## src/rtl/fifo.sv

```systemverilog
// Single-clock synchronous FIFO with wrap-bit pointers and a registered read port.
// Optional sticky overflow/underflow flags are built when FIFO_STICKY_ERR_EN is defined.
module fifo #(
    parameter int DEPTH      = 16,
    parameter int DATA_WIDTH = 8,
    parameter int PTR_SIZE   = 5
) (
    input  logic                  clk,
    input  logic                  rst_n,
    input  logic                  wr_en,
    input  logic                  rd_en,
    input  logic [DATA_WIDTH-1:0] din,
    output logic [DATA_WIDTH-1:0] dout,
    output logic                  full,
`ifdef FIFO_STICKY_ERR_EN
    output logic                  empty,
    output logic                  overflow,
    output logic                  underflow
`else
    output logic                  empty
`endif
);

    localparam int ADDR_W = PTR_SIZE - 1;

    logic [DATA_WIDTH-1:0] mem_r [DEPTH];
    logic [PTR_SIZE-1:0]   wr_ptr_r;
    logic [PTR_SIZE-1:0]   rd_ptr_r;
    logic [DATA_WIDTH-1:0] dout_r;
    logic                  full_s;
    logic                  empty_s;
    logic                  wr_ok_s;
    logic                  rd_ok_s;
    logic [ADDR_W-1:0]     wr_addr_s;
    logic [ADDR_W-1:0]     rd_addr_s;

    assign wr_addr_s = wr_ptr_r[ADDR_W-1:0];
    assign rd_addr_s = rd_ptr_r[ADDR_W-1:0];

    // Flags decode straight from the registered pointers; the wrap bit separates full from empty.
    always_comb begin
        empty_s = (wr_ptr_r == rd_ptr_r);
        full_s  = (wr_ptr_r[PTR_SIZE-1] != rd_ptr_r[PTR_SIZE-1]) &&
                  (wr_addr_s == rd_addr_s);
        wr_ok_s = wr_en && !full_s;
        rd_ok_s = rd_en && !empty_s;
    end

    // Storage array: no reset, written only on accepted writes outside reset.
    always_ff @(posedge clk) begin
        if (wr_ok_s && !rst_n) begin
            mem_r[wr_addr_s] <= din;
        end
    end

    // Pointers and registered read data; reset (logic 1 on rst_n) wins over any request.
    always_ff @(posedge clk) begin
        if (rst_n) begin
            wr_ptr_r <= {PTR_SIZE{1'b0}};
            rd_ptr_r <= {PTR_SIZE{1'b0}};
            dout_r   <= {DATA_WIDTH{1'b0}};
        end else begin
            if (wr_ok_s) begin
                wr_ptr_r <= wr_ptr_r + PTR_SIZE'(1);
            end
            if (rd_ok_s) begin
                rd_ptr_r <= rd_ptr_r + PTR_SIZE'(1);
                dout_r   <= mem_r[rd_addr_s];
            end
        end
    end

    assign dout  = dout_r;
    assign full  = full_s;
    assign empty = empty_s;

`ifdef FIFO_STICKY_ERR_EN
    logic overflow_r;
    logic underflow_r;

    // Sticky error capture; observes rejected requests only and never touches the datapath.
    always_ff @(posedge clk) begin
        if (rst_n) begin
            overflow_r  <= 1'b0;
            underflow_r <= 1'b0;
        end else begin
            if (wr_en && full_s) begin
                overflow_r <= 1'b1;
            end
            if (rd_en && empty_s) begin
                underflow_r <= 1'b1;
            end
        end
    end

    assign overflow  = overflow_r;
    assign underflow = underflow_r;
`endif

endmodule

```

## config.mk

```make
export PLATFORM = sky130hd
export DESIGN_NAME = fifo
export DESIGN_NICKNAME = d
export VERILOG_FILES = /design/src/rtl/fifo.sv
export SDC_FILE = /design/constraint.sdc
export NUM_CORES = 1
export LEC_CHECK = 0
export CELL_PAD_IN_SITES_DETAIL_PLACEMENT = 0
export CELL_PAD_IN_SITES_GLOBAL_PLACEMENT = 1
export CORE_ASPECT_RATIO = 1.75
export CORE_MARGIN = 1
export CORE_UTILIZATION = 35
export CTS_CLUSTER_DIAMETER = 200
export DETAILED_ROUTE_END_ITERATION = 8
export PLACE_DENSITY_LB_ADDON = 0.1
export SETUP_SLACK_MARGIN = 0.05
export SLEW_MARGIN = 20
export SYNTH_ARGS = -nofsm -noshare
export SYNTH_HDL_FRONTEND = slang
export SYNTH_SLANG_ARGS = --single-unit
```

## constraint.sdc

```tcl
create_clock -name clk -period 4.1 [get_ports clk]
set_input_delay 1.23 -clock clk [delete_from_list [all_inputs] [get_ports clk]]
set_output_delay 1.23 -clock clk [all_outputs]
set_load 0.05 [all_outputs]
```

# --- Word level (Yosys, flattened, before mapping) ---
# Memory sizes are Yosys's and may differ from the RTL's. A register that Yosys moved wholly into a read port is not among the register bits.
# Index checks and enable logic that the tools add are counted.
classes:
  add_sub_neg: 2
  multipliers: 0
  n_div: 0
  order_cmp: 0
  eq_ne: 3
  shift: 0
  n_mux: 2
  bitwise_logic: 0
  reduce_logical: 7
op_table:
  columns: ["operator", "n"]
  rows:
  - ["adder 5 x 1 -> 5 bit (second input constant)", 2]
  - ["== test 5 bit", 1]
  - ["== test 4 bit", 1]
  - ["logical AND 1 bit", 4]
  - ["zero test 1 bit", 3]
  - ["two-way mux 1 bit", 2]
  - ["!= test 1 bit", 1]
word_totals:
  regBits: 10
  latchBits: 0
  ramBits: 128
  rom_bits: 0
  input_bits: 12
  memories: 1
memory_table:
  columns: ["memory", "depth", "width", "rd", "rd_clocked_by_memory_dff", "wr", "line", "rtl"]
  rows:
  - ["mem_r", 16, 8, 1, 1, 1, "26", "logic [DATA_WIDTH-1:0] mem_r [DEPTH];"]

# --- Depth between registers and ports, before layout ---
depth:
  word_depth: 7
  depth_mapped: 8
  depth_no_buf: 5

# --- Worst setup path before layout ---
# No wires, ideal clock.
synth_timing:
  path_kind: "input-to-reg"
  start: "in rst_n"
  end: "mem mem_r[6][0], enable pin"
  setup_time_ns: 0.398
  t_arrival_ns: 2.565
  required_ns: 3.702
  setup_slack_ns: 1.137
  stages: 3
  cell_sequence: "clkbuf_1 > nand2b_1 > nor4b_1"
synth_via:
  elab_chain_cells: 4
synth_rtl:
  columns: ["element", "line", "rtl"]
  rows:
  - ["start, declared", "9", "input logic rst_n,"]
  - ["zero test 1 bit", "51", "if (wr_ok_s && !rst_n) begin"]
  - ["logical AND 1 bit", "51", null]
  - ["two-way mux 1 bit", "51", null]
  - ["two-way mux 1 bit (implied by the code)", "52", "mem_r[wr_addr_s] <= din;"]
  - ["end, declared", "26", null]
# Every way passes these cells.

# --- Final worst setup path ---
layout_timing:
  start: "reg wr_ptr_r[2]"
  end: "out empty"
layout_via:
  elab_chain_cells: 1
layout_rtl:
  columns: ["element", "line", "rtl"]
  rows:
  - ["start, declared", "27", "logic [PTR_SIZE-1:0] wr_ptr_r;"]
  - ["start signal, assigned", "59", "wr_ptr_r <= {PTR_SIZE{1'b0}};"]
  - ["start signal, assigned", "64", "wr_ptr_r <= wr_ptr_r + PTR_SIZE'(1);"]
  - ["== test 5 bit", "42", "empty_s = (wr_ptr_r == rd_ptr_r);"]
  - ["end, declared", "20", "output logic empty"]
# Every way passes these cells.

==> summary.md <==
| Metric | Value |
|---|---|
| Crit path kind | reg -> out |
| Detailed placer's ending HPWL | 8.44 mm |
| Depth of the CTS H-tree | 4 |
| Total overflow reported by the global router | 0 |
| Core Footprint | 16500 sq um |
| PwrDens | 511 nW/um^2 |
| Total detailed-routing wirelength | 13.1 mm |
| Worst path buffer plus inverter count | 1 |
| Largest family of logic cells by synthesized area | multiplexers |
| Post-layout minimum cycle time | 3.32 ns |
| Post-Syn Area per Cell | 18.1 sq um |
| Outcome | finished, final reports clean |
| Cell count after synthesis | 329 |
| Cell breakdown of the critical path | xnor2_1 > nand4_2 > nor2_1 > buf_4 |
| Data arrival, critical path | 2.09 ns |
| Area contributors post-synth | edfxtp_1 65%, mux4_1 10%, dfxtp_1 6.1% |
| Post-placement cell count | 574 |
| Largest clock skew in the final design | 0.0117 ns |
| Via count of the first global-routing pass | 3060 |
| # setup viols final | 0 |
| Max-slew headroom at the worst pin | 30.6% |
| Number of enable-type register cells in the synthesized netlist | 128 |
| CP max stage cell | dfxtp_1 |
| Vias post-DR | 3032 |
| Deepest clock path buffer count | 2 |
| GRT Overall Usage | 16.3% |
| Clock Tree Root | clkbuf_16 |
| Number of gates given a new drive strength after cts | 0 |
| Antenna violations before repair | 0 |
| Fraction of final layout cells with drive strength greater than 1 | 21.7% |
| Number of warnings reported in the yosys synthesis log | 0 |
| Critical Path Fanout Max | 17 |
| Number of port buffers | 21 |
| Static power due to leakage | 0.00226 uW |
| Worst supply voltage drop on vdd | 0.244 mV |
| Most instantiated flip-flop cell in the synthesis netlist | edfxtp_1 |
| Area of the mapped netlist | 5950 sq um |
| Number of inserted diodes | 0 |
| Most area-hungry cell type in the Yosys netlist | edfxtp_1 |
| Worst Path Required | 2.87 ns |
| Startpoint type of the worst setup path | flip-flop |
| Total Die Area | 17500 sq um |
| Unrepaired setup endpoints after global routing | false |
| Delay-heaviest family, CP | flip-flops |
| Number of nets in the layout | 386 |
| Skew-Pair Late Insertion Delay | 0.42 ns |
| Mux share of post-synthesis cell area | 15.1% |
| Iteration count of the initial detailed-routing pass | 4 |
| Average vias per placed instance | 5.00 |
| Sequential area share after synthesis | 70.6% |
| CTS Buf Count | 17 |
| Fraction of synthesized cell area taken by the top area cell type | 64.6% |
| Starting density of the core | 36.0% |
| Simple-gate area share of the yosys netlist | 5.00% |
| CTS sink cnt | 146 |
| Clk slew on worst S/H paths | 0.07 ns |
| Count of hold-fix buffers inserted at cts | 0 |
| Buffers inserted by post-CTS timing repair | 0 |
| Number of max-slew violations in the final report | 0 |
| Number of top-level pins | 22 |
| Average detailed-routed wire length per instance | 21.6 microns |
| Pin count of the biggest net entering global routing | 29 |
| Area delta synth->final | 20.0% |
| Die Wd | 101 microns |
| Post-Synth Adder-Cell Area | 1.05% |
| Worst slew pin tran | 1.04 ns |
| Filler-free cell count of the finished design | 606 |
| Xor/xnor cell area share of the yosys netlist | 1.91% |
| Number of violations reported at the end of detailed-routing iteration 0 | 145 |
| Post-route DRC violation count | 0 |
| Total negative slack for setup checks | 0 ns |
| Die Ht | 174 microns |
| Total of flip-flops plus latches after synthesis | 146 |
| Remaining number of nets flagged by the antenna check after routing | 0 |
| CTS tree | built |
| Fraction of synthesis flops using an asynchronous set or reset pin | 0% |
| Total nets after synthesis | 346 |
| Path class of the lowest-slack min-delay path | reg -> reg |
| Number of endpoints with negative hold slack in the final report | 0 |
| Rows | 62 |
| Period utilization | 81.1% |
| Fmax | 0.301 GHz |
| Complex-gate fraction of the synthesized area | 4.08% |
| Library cells used by synthesis | 34 |
| Largest stage delay, worst path | 0.79 ns |
| # Max-Cap Violations | 0 |
| Type of element capturing the critical path | output pin |
| Placer Congestion | 0.693 |
| Wire length of the first global-routing pass | 19.7 mm |
[report_power, final]
part	internal [uW]	leakage, uW	switching, uW
Sequential	1650	0.00130	20.0
Clock	828	0.000296	706
Combinational	158	0.000661	287
[sequential cells by signal (all words and copies together), names as in the netlist]
| name | cells |
|---|---|
| dout | 8 |
| rd_ptr_r | 5 |
| wr_ptr_r | 5 |
| mem_r | 128 |
[layout make-up]
| cell class | instances | area, sq um |
|---|---|---|
| inverter | 4 | 15.0 |
| fill | 1499 | 9380 |
| timing repair buffer | 42 | 363 |
| multi-input combinational | 158 | 1670 |
| tap | 224 | 280 |
| clock inverter | 15 | 184 |
| sequential | 146 | 4210 |
| clock buffer | 17 | 425 |
[worst register-to-register path: stages (launching register included)]
cell and delay [ns]:
dfxtp_1 0.79, xnor2_1 0.21, nand4_2 0.29, o21ai_2 0.90, nor3_1 0.16, buf_4 0.24
[cells in the mapped netlist, types with 2 or more instances]
cell / n
o21ai_0: 3
xnor2_1: 7
nor3_1: 12
mux2_2: 16
nand2_1: 4
o211ai_1: 3
nor4_1: 8
mux2i_1: 9
o22ai_1: 8
a211oi_1: 16
nand2b_1: 5
mux4_1: 23
dfxtp_1: 18
clkbuf_1: 7
ha_1: 5
edfxtp_1: 128
buf_6: 3
a21oi_1: 2
xor2_1: 6
buf_2: 10
nor2_1: 18
inv_1: 3
nor4b_1: 4
[placed cells by master (no fill, tap or decap), drive strengths merged]
| cell type | count |
|---|---|
| edfxtp | 128 |
| mux4 | 24 |
| buf | 23 |
| clkdlybuf4s50 | 19 |
| nor2 | 18 |
| dfxtp | 18 |
| clkbuf | 17 |
| mux2 | 16 |
| a211oi | 16 |
| nor3 | 12 |
| inv | 11 |
| mux2i | 9 |
| o22ai | 8 |
| clkinv | 8 |
| nor4 | 8 |
| xnor2 | 7 |
| xor2 | 6 |
| nand2b | 5 |
| ha | 5 |
| nand2 | 4 |
| nor4b | 4 |
| o21ai | 4 |
| o211ai | 3 |
| a21oi | 2 |
| nand4 | 1 |
| o21a | 1 |
| nand3 | 1 |
| or3 | 1 |
| o2111ai | 1 |
| and3 | 1 |
| and4 | 1 |
[stage by stage]
stage / util [%] / total power (uW) / hold slack [ns] / instance area [sq um] / setup slack [ns]
finish: 43.2 / 3650 / 0.490 / 7140 / 0.775
global route: 43.2 / 3780 / 0.503 / 7140 / 0.647
CTS: 43.2 / 3710 / 0.495 / 7140 / 0.748
detailed placement: 39.5 / 2160 / 0.481 / 6530 / 1.17
global placement: 39.5 / 2160 / 0.483 / 6530 / 1.18
floorplan: - / 1990 / 0.538 / 5950 / 1.14
[layer usage]
metal | routed length (microns) | up-vias | GRT usage [%]
met4 | 144 | 0 | 5.98
li1 | - | 1422 | -
met1 | 5410 | 1567 | 19.5
met2 | 7330 | 34 | 28.7
met3 | 217 | 9 | 3.18
met5 | 0 | - | 0
[kinds of logic after synthesis]
logic type / Yosys count
AOI/OAI and AO/OA: 35
buffers and inverters: 25
muxes: 49
adders and majority gates: 5
xor gates and xnor gates: 13
DFF: 146
and+or+nand+nor: 56
[final timing paths]
path | slack, ns | from | end | cells past startpoint
max | 0.78 | wr_ptr_r[2] | empty | 4
min | 0.49 | dout[4] | dout[4] | 2
max reg2reg | 1.25 | wr_ptr_r[2] | mem_r[14][4] | 5
min reg2reg | 0.49 | dout[4] | dout[4] | 2
Note: power is estimated with default switching activity, not from simulation.
